===== config.mk =====
export PLATFORM = sky130hd
export DESIGN_NAME = spn_cipher_core
export DESIGN_NICKNAME = d
export VERILOG_FILES = /design/src/rtl/spn_cipher_core.sv
export SDC_FILE = /design/constraint.sdc
export NUM_CORES = 1
export LEC_CHECK = 0
export CORE_ASPECT_RATIO = 0.5
export CORE_UTILIZATION = 30
export CTS_CLUSTER_DIAMETER = 60
export CTS_CLUSTER_SIZE = 30
export DETAILED_ROUTE_END_ITERATION = 12
export PLACE_DENSITY = 0.59
export SKIP_CTS_REPAIR_TIMING = 1
export SYNTH_ARGS = -nofsm -noshare
export SYNTH_HDL_FRONTEND = slang
export SYNTH_SLANG_ARGS = --single-unit

===== constraint.sdc =====
create_clock -name clk -period 4.5 [get_ports clk]
set_clock_uncertainty 0.15 [all_clocks]
set_input_delay 0.9 -clock clk [delete_from_list [all_inputs] [get_ports clk]]
set_output_delay 0.9 -clock clk [all_outputs]
set_load 0.01 [all_outputs]

===== src/rtl/spn_cipher_core.sv =====
// rtl/spn_cipher_core.sv - iterative SPN block cipher, one round per clock, valid/ready on both sides.
// Define SPN_ERR_CNT_EN to add the saturating undefined-opcode counter (err_count port).
module spn_cipher_core #(
  parameter int DW     = 16,
  parameter int KW     = 32,
  parameter int ROUNDS = 3
) (
  input  logic          clk,
  input  logic          rst_n,
  input  logic          in_valid,
  output logic          in_ready,
  input  logic [1:0]    opcode,
  input  logic [DW-1:0] data_in,
  input  logic [KW-1:0] symmetric_secret_key,
  output logic          out_valid,
  input  logic          out_ready,
  output logic [DW-1:0] data_out,
  output logic [1:0]    status,
`ifdef SPN_ERR_CNT_EN
  output logic [7:0]    err_count,
`endif
  output logic          busy
);

  if (KW < DW) begin : g_bad_kw
    $error("spn_cipher_core: KW must be >= DW");
  end

  typedef enum logic [1:0] {ST_IDLE = 2'd0, ST_RUN = 2'd1, ST_DONE = 2'd2} state_e;
  localparam logic [1:0] OP_ENC = 2'b01, OP_DEC = 2'b10, OP_ERR = 2'b11;

  function automatic logic [3:0] sbox(input logic [3:0] n);
    case (n)
      4'h0: return 4'hC;  4'h1: return 4'h5;  4'h2: return 4'h6;  4'h3: return 4'hB;
      4'h4: return 4'h9;  4'h5: return 4'h0;  4'h6: return 4'hA;  4'h7: return 4'hD;
      4'h8: return 4'h3;  4'h9: return 4'hE;  4'hA: return 4'hF;  4'hB: return 4'h8;
      4'hC: return 4'h4;  4'hD: return 4'h7;  4'hE: return 4'h1;  default: return 4'h2;
    endcase
  endfunction

  function automatic logic [3:0] sbox_inv(input logic [3:0] n);
    case (n)
      4'h0: return 4'h5;  4'h1: return 4'hE;  4'h2: return 4'hF;  4'h3: return 4'h8;
      4'h4: return 4'hC;  4'h5: return 4'h1;  4'h6: return 4'h2;  4'h7: return 4'hD;
      4'h8: return 4'hB;  4'h9: return 4'h4;  4'hA: return 4'h6;  4'hB: return 4'h3;
      4'hC: return 4'h0;  4'hD: return 4'h7;  4'hE: return 4'h9;  default: return 4'hA;
    endcase
  endfunction

  function automatic logic [DW-1:0] sub_layer(input logic [DW-1:0] x, input logic inv);
    logic [DW-1:0] y;
    for (int n = 0; n < DW / 4; n++) begin
      y[4*n +: 4] = inv ? sbox_inv(x[4*n +: 4]) : sbox(x[4*n +: 4]);
    end
    return y;
  endfunction

  // Multiplying by DW/4 is invertible mod DW-1, so every bit below DW-1 is rewritten.
  function automatic logic [DW-1:0] perm_layer(input logic [DW-1:0] x, input logic inv);
    logic [DW-1:0] y;
    y = x;
    for (int i = 0; i < DW - 1; i++) begin
      if (inv) y[i] = x[(i * (DW / 4)) % (DW - 1)];
      else     y[(i * (DW / 4)) % (DW - 1)] = x[i];
    end
    return y;
  endfunction

  function automatic logic [DW-1:0] round_key(input logic [KW-1:0] k, input logic [3:0] r);
    logic [2*KW-1:0] kk;
    int              s;
    s  = (4 * int'(r)) % KW;
    kk = {k, k} << s;
    return kk[KW +: DW];
  endfunction

  state_e        state_q, state_d;
  logic [3:0]    ctr_q, ctr_d;
  logic [DW-1:0] x_q, x_d;
  logic [KW-1:0] key_q, key_d;
  logic [1:0]    op_q, op_d;
  logic [DW-1:0] data_out_q, data_out_d;
  logic [1:0]    status_q, status_d;
  logic [3:0]    dec_r;
  logic          last;
  logic [DW-1:0] enc_s, enc_x, dec_p, dec_x, round_x;
`ifdef SPN_ERR_CNT_EN
  logic [7:0]    err_q, err_d;
  assign err_count = err_q;
`endif

  assign in_ready  = (state_q == ST_IDLE);
  assign busy      = (state_q != ST_IDLE);
  assign out_valid = (state_q == ST_DONE);
  assign data_out  = data_out_q;
  assign status    = status_q;

  always_comb begin
    state_d    = state_q;
    ctr_d      = ctr_q;
    x_d        = x_q;
    key_d      = key_q;
    op_d       = op_q;
    data_out_d = data_out_q;
    status_d   = status_q;
`ifdef SPN_ERR_CNT_EN
    err_d      = err_q;
`endif
    last    = (ctr_q == 4'(ROUNDS));
    dec_r   = 4'(ROUNDS) + 4'd1 - ctr_q;
    enc_s   = sub_layer(x_q ^ round_key(key_q, ctr_q - 4'd1), 1'b0);
    enc_x   = last ? (enc_s ^ round_key(key_q, 4'(ROUNDS))) : perm_layer(enc_s, 1'b0);
    dec_p   = (dec_r == 4'(ROUNDS)) ? (x_q ^ round_key(key_q, 4'(ROUNDS))) : perm_layer(x_q, 1'b1);
    dec_x   = sub_layer(dec_p, 1'b1) ^ round_key(key_q, dec_r - 4'd1);
    round_x = (op_q == OP_DEC) ? dec_x : enc_x;

    case (state_q)
      ST_IDLE: begin
        if (in_valid) begin
          case (opcode)
            OP_ENC, OP_DEC: begin
              x_d     = data_in;
              key_d   = symmetric_secret_key;
              op_d    = opcode;
              ctr_d   = 4'd1;
              state_d = ST_RUN;
            end
            // Undefined op spends one RUN cycle (as its final round) so it reports one edge after accept.
            OP_ERR: begin
              op_d    = OP_ERR;
              ctr_d   = 4'(ROUNDS);
              state_d = ST_RUN;
`ifdef SPN_ERR_CNT_EN
              if (err_q != 8'hFF) err_d = err_q + 8'd1;
`endif
            end
            default: ;
          endcase
        end
      end
      ST_RUN: begin
        if (last) begin
          data_out_d = (op_q == OP_ERR) ? '0 : round_x;
          status_d   = op_q;
          ctr_d      = 4'd0;
          state_d    = ST_DONE;
        end else begin
          x_d   = round_x;
          ctr_d = ctr_q + 4'd1;
        end
      end
      ST_DONE: begin
        if (out_ready) begin
          status_d = 2'b00;
          state_d  = ST_IDLE;
        end
      end
      default: state_d = ST_IDLE;
    endcase
  end

  always_ff @(posedge clk or negedge rst_n) begin
    if (!rst_n) begin
      state_q    <= ST_IDLE;
      ctr_q      <= '0;
      x_q        <= '0;
      key_q      <= '0;
      op_q       <= '0;
      data_out_q <= '0;
      status_q   <= '0;
`ifdef SPN_ERR_CNT_EN
      err_q      <= '0;
`endif
    end else begin
      state_q    <= state_d;
      ctr_q      <= ctr_d;
      x_q        <= x_d;
      key_q      <= key_d;
      op_q       <= op_d;
      data_out_q <= data_out_d;
      status_q   <= status_d;
`ifdef SPN_ERR_CNT_EN
      err_q      <= err_d;
`endif
    end
  end

endmodule


Word level (Yosys, flattened, before mapping) --
Memories as Yosys holds them, arrays and structs flattened. Cells that the tools add are included.
Word-level totals: logic and storage cells 75, bits in latches 0, output and inout bits 21, bits of input ports 54, bits in registers 74, bits in writable memories 0, memory bits (read-only) 512, memories kept 8
Memory list:
- (no name shown) | depth 16, width 4, rd ports 1, clocked after memory_dff 0, wr ports 0, RTL line 33 | case (n)
- (no name shown) | depth 16, width 4, rd ports 1, clocked after memory_dff 0, wr ports 0, RTL line 33
- (no name shown) | depth 16, width 4, rd ports 1, clocked after memory_dff 0, wr ports 0, RTL line 33
- (no name shown) | depth 16, width 4, rd ports 1, clocked after memory_dff 0, wr ports 0, RTL line 33
- (no name shown) | depth 16, width 4, rd ports 1, clocked after memory_dff 0, wr ports 0, RTL line 42 | case (n)
- (no name shown) | depth 16, width 4, rd ports 1, clocked after memory_dff 0, wr ports 0, RTL line 42
- 2 more memories
Operators by class: $add $sub $neg 4, shifts and indexed selects 2, reduce and logical (&&, ||, !) cells 14, divide/modulo/power cells 0, multipliers 0, equality and inequality tests 16, muxes and demuxes 20, bitwise operators 4, magnitude comparators 0
Operator list (number):
- $shl A64 B5 Y48 | 2
- $mux W16 | 7
- $xor A16 B16 Y16 | 4
- $pmux W16 S2 | 1
- $pmux W4 S2 | 2
- $reduce_and A3 Y1 | 4
- $eq A2 B2 Y1 const B | 5
- $mux W2 | 5
- $eq A4 B2 Y1 const B | 2
- $mux W4 | 2
- $ne A2 B2 Y1 const B | 4
- $pmux W2 S2 | 2
- $reduce_and A4 Y1 | 2
- $reduce_bool A2 Y1 | 4
- $pmux W2 S3 | 1
- $sub A3 B1 Y3 const B | 2
- $add A4 B1 Y4 const B | 1
- $eq A2 B1 Y1 const B | 2
- $ne A2 B1 Y1 const B | 2
- $sub A3 B4 Y4 const A | 1
- $ne A3 B1 Y1 const B | 1
- $reduce_or A3 Y1 | 1
- $logic_not A2 Y1 | 1
- $reduce_and A2 Y1 | 1
- $reduce_or A2 Y1 | 1

Depth between registers and ports, before layout --
An unclocked memory read counts as a cell.
depth after elaboration 9, gate-level depth with buffers 18, gate-level depth less buffers 15

Worst setup path before layout --
Ideal clock, no wire load.
kind reg-to-reg, from register ctr_q[0], to register x_q[9], arrival 3.774 ns, clock period less this slack 4.055 ns, library setup time 0.130 ns, stages on the path, launching flop included 16, path buffers 3, path slack 0.445 ns, required time 4.220 ns, path through dfrtp_1 > buf_6 > inv_2 > buf_2 > ha_1 > xor2_4 > buf_6 > mux4_1 > xor2_1 > inv_1 > ha_1 > mux4_2 > xnor2_1 > mux2_2 > mux2i_1 > o21ai_1
Between the ends: cells in the longest elaborated chain, start to end 9, elaborated cells between the ends (all ways) 20, classes of those cells add/sub: 3; eq/ne: 3; shift: 2; mux: 5; bitwise: 3; reduce/logical: 1; memory: 3
Ends and longest elaborated chain:
- start: declaration | RTL line 78 | logic [3:0] ctr_q, ctr_d;
- start signal: assignment | RTL line 176 | ctr_q <= ctr_d;
- $sub A3 B1 Y3 | RTL line 111 | enc_s = sub_layer(x_q ^ round_key(key_q, ctr_q - 4'd1), 1'b0);
- $shl A64 B5 Y48 | RTL line 73 | kk = {k, k} << s;
- $xor A16 B16 Y16 | RTL line 111
- $mem_v2 Z16 W4
- $xor A16 B16 Y16 | RTL line 112 | enc_x = last ? (enc_s ^ round_key(key_q, 4'(ROUNDS))) : perm_layer(enc_s, 1'b0);
- $mux W16 | RTL line 112
- $mux W16 | RTL line 115 | round_x = (op_q == OP_DEC) ? dec_x : enc_x;
- $mux W16 | RTL line 142 | if (last) begin
- $pmux W16 S2 | RTL line 117 | case (state_q)
- end signal: assignment | RTL line 166 | x_q <= '0;
- end signal: assignment | RTL line 177 | x_q <= x_d;
- end: declaration | RTL line 79 | logic [DW-1:0] x_q, x_d;
Parallel ways exist; a longest one is shown, timed or not. The select of a mux whose other input is x is not followed. A chain may end at the register's enable or synchronous reset.

Worst setup path in the final report --
from register ctr_q[1], to register x_q[4]
Same word-level chain as after synthesis.

==> flow_summary.ini <==
[status]
status = finished, final reports clean

[worst_setup_path]
critical_path.top_delay_family = XOR/XNOR gates
critPathLaunchType = flop
reg2reg_to = x_q[4]
path_common_cell = inv_1
critPathSlowestCell = dfrtp_1
regToRegSetupSlack_ns = 0.29
cp.required_ns = 4.56
reg2reg_depth = 14
critPathCaptureType = flop
path_depth = 14
critical_path_class = flop to flop
arrival_ns = 4.27
critPathLaunch = ctr_q[1]
reg2reg_from = ctr_q[1]
crit_end = x_q[4]
crit_buf_inv = 3
path_cells = inv_1 -> ha_1 -> xor2_4 -> mux4_2 -> mux2i_1 -> xor2_1 -> inv_1 -> ha_1 -> inv_1 -> nor2_1 -> a221oi_2 -> xnor2_1 -> o22ai_1 -> o21ai_0
crit_path_max_incr_delay_ns = 0.43
crit_path_max_fanout = 11

[global_routing]
grt_pass1_wl_um = 33900
track_usage_pct = 18.0
grt_max_degree = 75
grt_overflow = 0
antenna_found_initial = 0
grt_pass1_vias = 5608

[clock_network]
cts_buffer_depth = 2
cts.clk_slew.worst_paths_ns = 0.06
clock_latency_ns = 0.35
cts_root_buf = clkbuf_16
numCtsBuffers = 9
cts_tree = built
h-tree-depth = 3
clock_sinks = 74

[floorplan]
ios = 75
die_h_um = 112
initial_core_util_pct = 31.3
dieArea_um2 = 25000
die_w_um = 223
rows = 39
core_area_um2 = 23400

[placement]
place.gp.congestion = 0.916
place.port_buffers = 74
dp_hpwl_um = 17200

[final_layout]
multi_input_area_um2 = 5110
seqCellArea_um2 = 1850
drive_gt1_share_pct = 17.1
fillers = 2308
syn_to_final_growth_pct = 18.4
final_net_count = 886
num_antenna_cells = 0

[yosys]
yosys-top-cells-count = 102 x mux2i_1, 74 x dfrtp_1, 58 x nand2_1
synth-xor-area-share_pct = 10.0
synth_cell_types = 63
synth_area_um2 = 7310
synth_top_family_by_area = multiplexers
synthAdderAreaFrac_pct = 8.05
netlist_instances = 721
async_reset_ff_share_pct = 100
avgSynthCellArea_um2 = 10.1
synth_compound_area_share_pct = 9.79
synth_top_flop_cell = dfrtp_1
netlist_top_cells_area = dfrtp_1 25%, mux2i_1 14%, mux4_2 8.3%
yosysSeqAreaShare_pct = 25.3
synth_top_area_share_pct = 25.3
post-synth-top-count-cell = mux2i_1
syn_nets = 822
yosysWarnings = 0
synth_edf_count = 0
synthSimpleGateAreaFrac_pct = 9.59
synthMuxAreaShare_pct = 32.2
ys_ff_latch = 74
yosys.area.top_type = dfrtp_1

[min_path]
hp-class = flop to flop

[detailed_routing]
via_count = 5831
ant_nets = 0
vias_per_cell = 5.32
drt-wirelength-per-cell_um = 20.0
drc_errors = 0
drtPass1Iterations = 5
drt-total-wl_um = 22000
drt_iter0_markers = 566

[timing]
max_freq_mhz = 238
max_slew_margin_pct = 33.3
tns_ns = 0
period_needed_ns = 4.21
slew_violations = 0
fin_crit_sh_pct = 93.5
rsz0062_at_grt = false
tightestPinTransition_ns = 1.00
setup_viol = 0
hold_viol = 0

[run]
max-cap-violations = 0
## cell families after synthesis
| logic type | after synthesis |
|---|---|
| mux | 185 |
| simple gates | 154 |
| compound gates | 113 |
| buf+inv | 78 |
| flops | 74 |
| xor+xnor | 70 |
| fa+ha+maj | 47 |
## state kept, by name (all words and copies together) (netlist names)
| signal | count |
|---|---|
| state_q | 2 |
| key_q | 32 |
| op_q | 2 |
| x_q | 16 |
| ctr_q | 4 |
| status | 2 |
| data_out | 16 |
## cell type report
type,count,area share (%)
multi-input combinational,569,59.0
sequential,74,21.4
timing repair buffer,89,9.83
tap,307,4.44
clock buffer,9,2.60
inverter,42,1.82
clock inverter,7,0.882
## worst min-delay path by stage
stage	to	depth (start not counted)	start	slack (ns)
after floorplan	key_q[10]	1	key_q[10]	0.35
after global placement	data_out[10]	2	data_out[10]	0.33
after detailed placement	data_out[10]	2	data_out[10]	0.33
after CTS	data_out[10]	2	data_out[10]	0.35
after global routing	data_out[4]	2	data_out[4]	0.37
final	data_out[4]	2	data_out[4]	0.34
## layout by cell type, fill, tap and decap left out, drive strengths merged, types with 15 or more instances in the layout
cell type	synthesis	final
dfrtp	74	74
nand2	58	58
ha	47	47
xor2	38	38
mux2	48	48
clkdlybuf4s50	0	73
nor2	45	45
and3	15	15
xnor2	32	32
buf	15	16
o21ai	32	32
mux4	30	30
inv	42	44
mux2i	107	107
a21oi	39	39
## metrics by stage
step	utilization, %	worst slack [ns]	instance area, µm²	hold slack [ns]	std cells
floorplan	-	0.445	7310	0.352	721
global placement	35.7	0.395	8350	0.328	1081
detailed placement	35.7	0.383	8350	0.333	1081
CTS	37.0	0.341	8660	0.349	1097
global route	37.0	0.0528	8660	0.374	1097
finish	37.0	0.294	8660	0.340	1097
## worst min-delay path, stage by stage, from the launching register on
cell and delay [ns]:
dfrtp_1 0.35, nand2_1 0.05, o21ai_0 0.06
## metal layers
metal	vias up	global-route usage, %	part of all wire, %
met5	-	0	0
met4	0	5.10	2.2
met3	30	5.13	7.5
met2	193	26.2	42
met1	2901	25.8	48
li1	2707	-	-
Power is not shown: default switching activity piles up to over one toggle a cycle in this logic, so the estimate is an artifact.
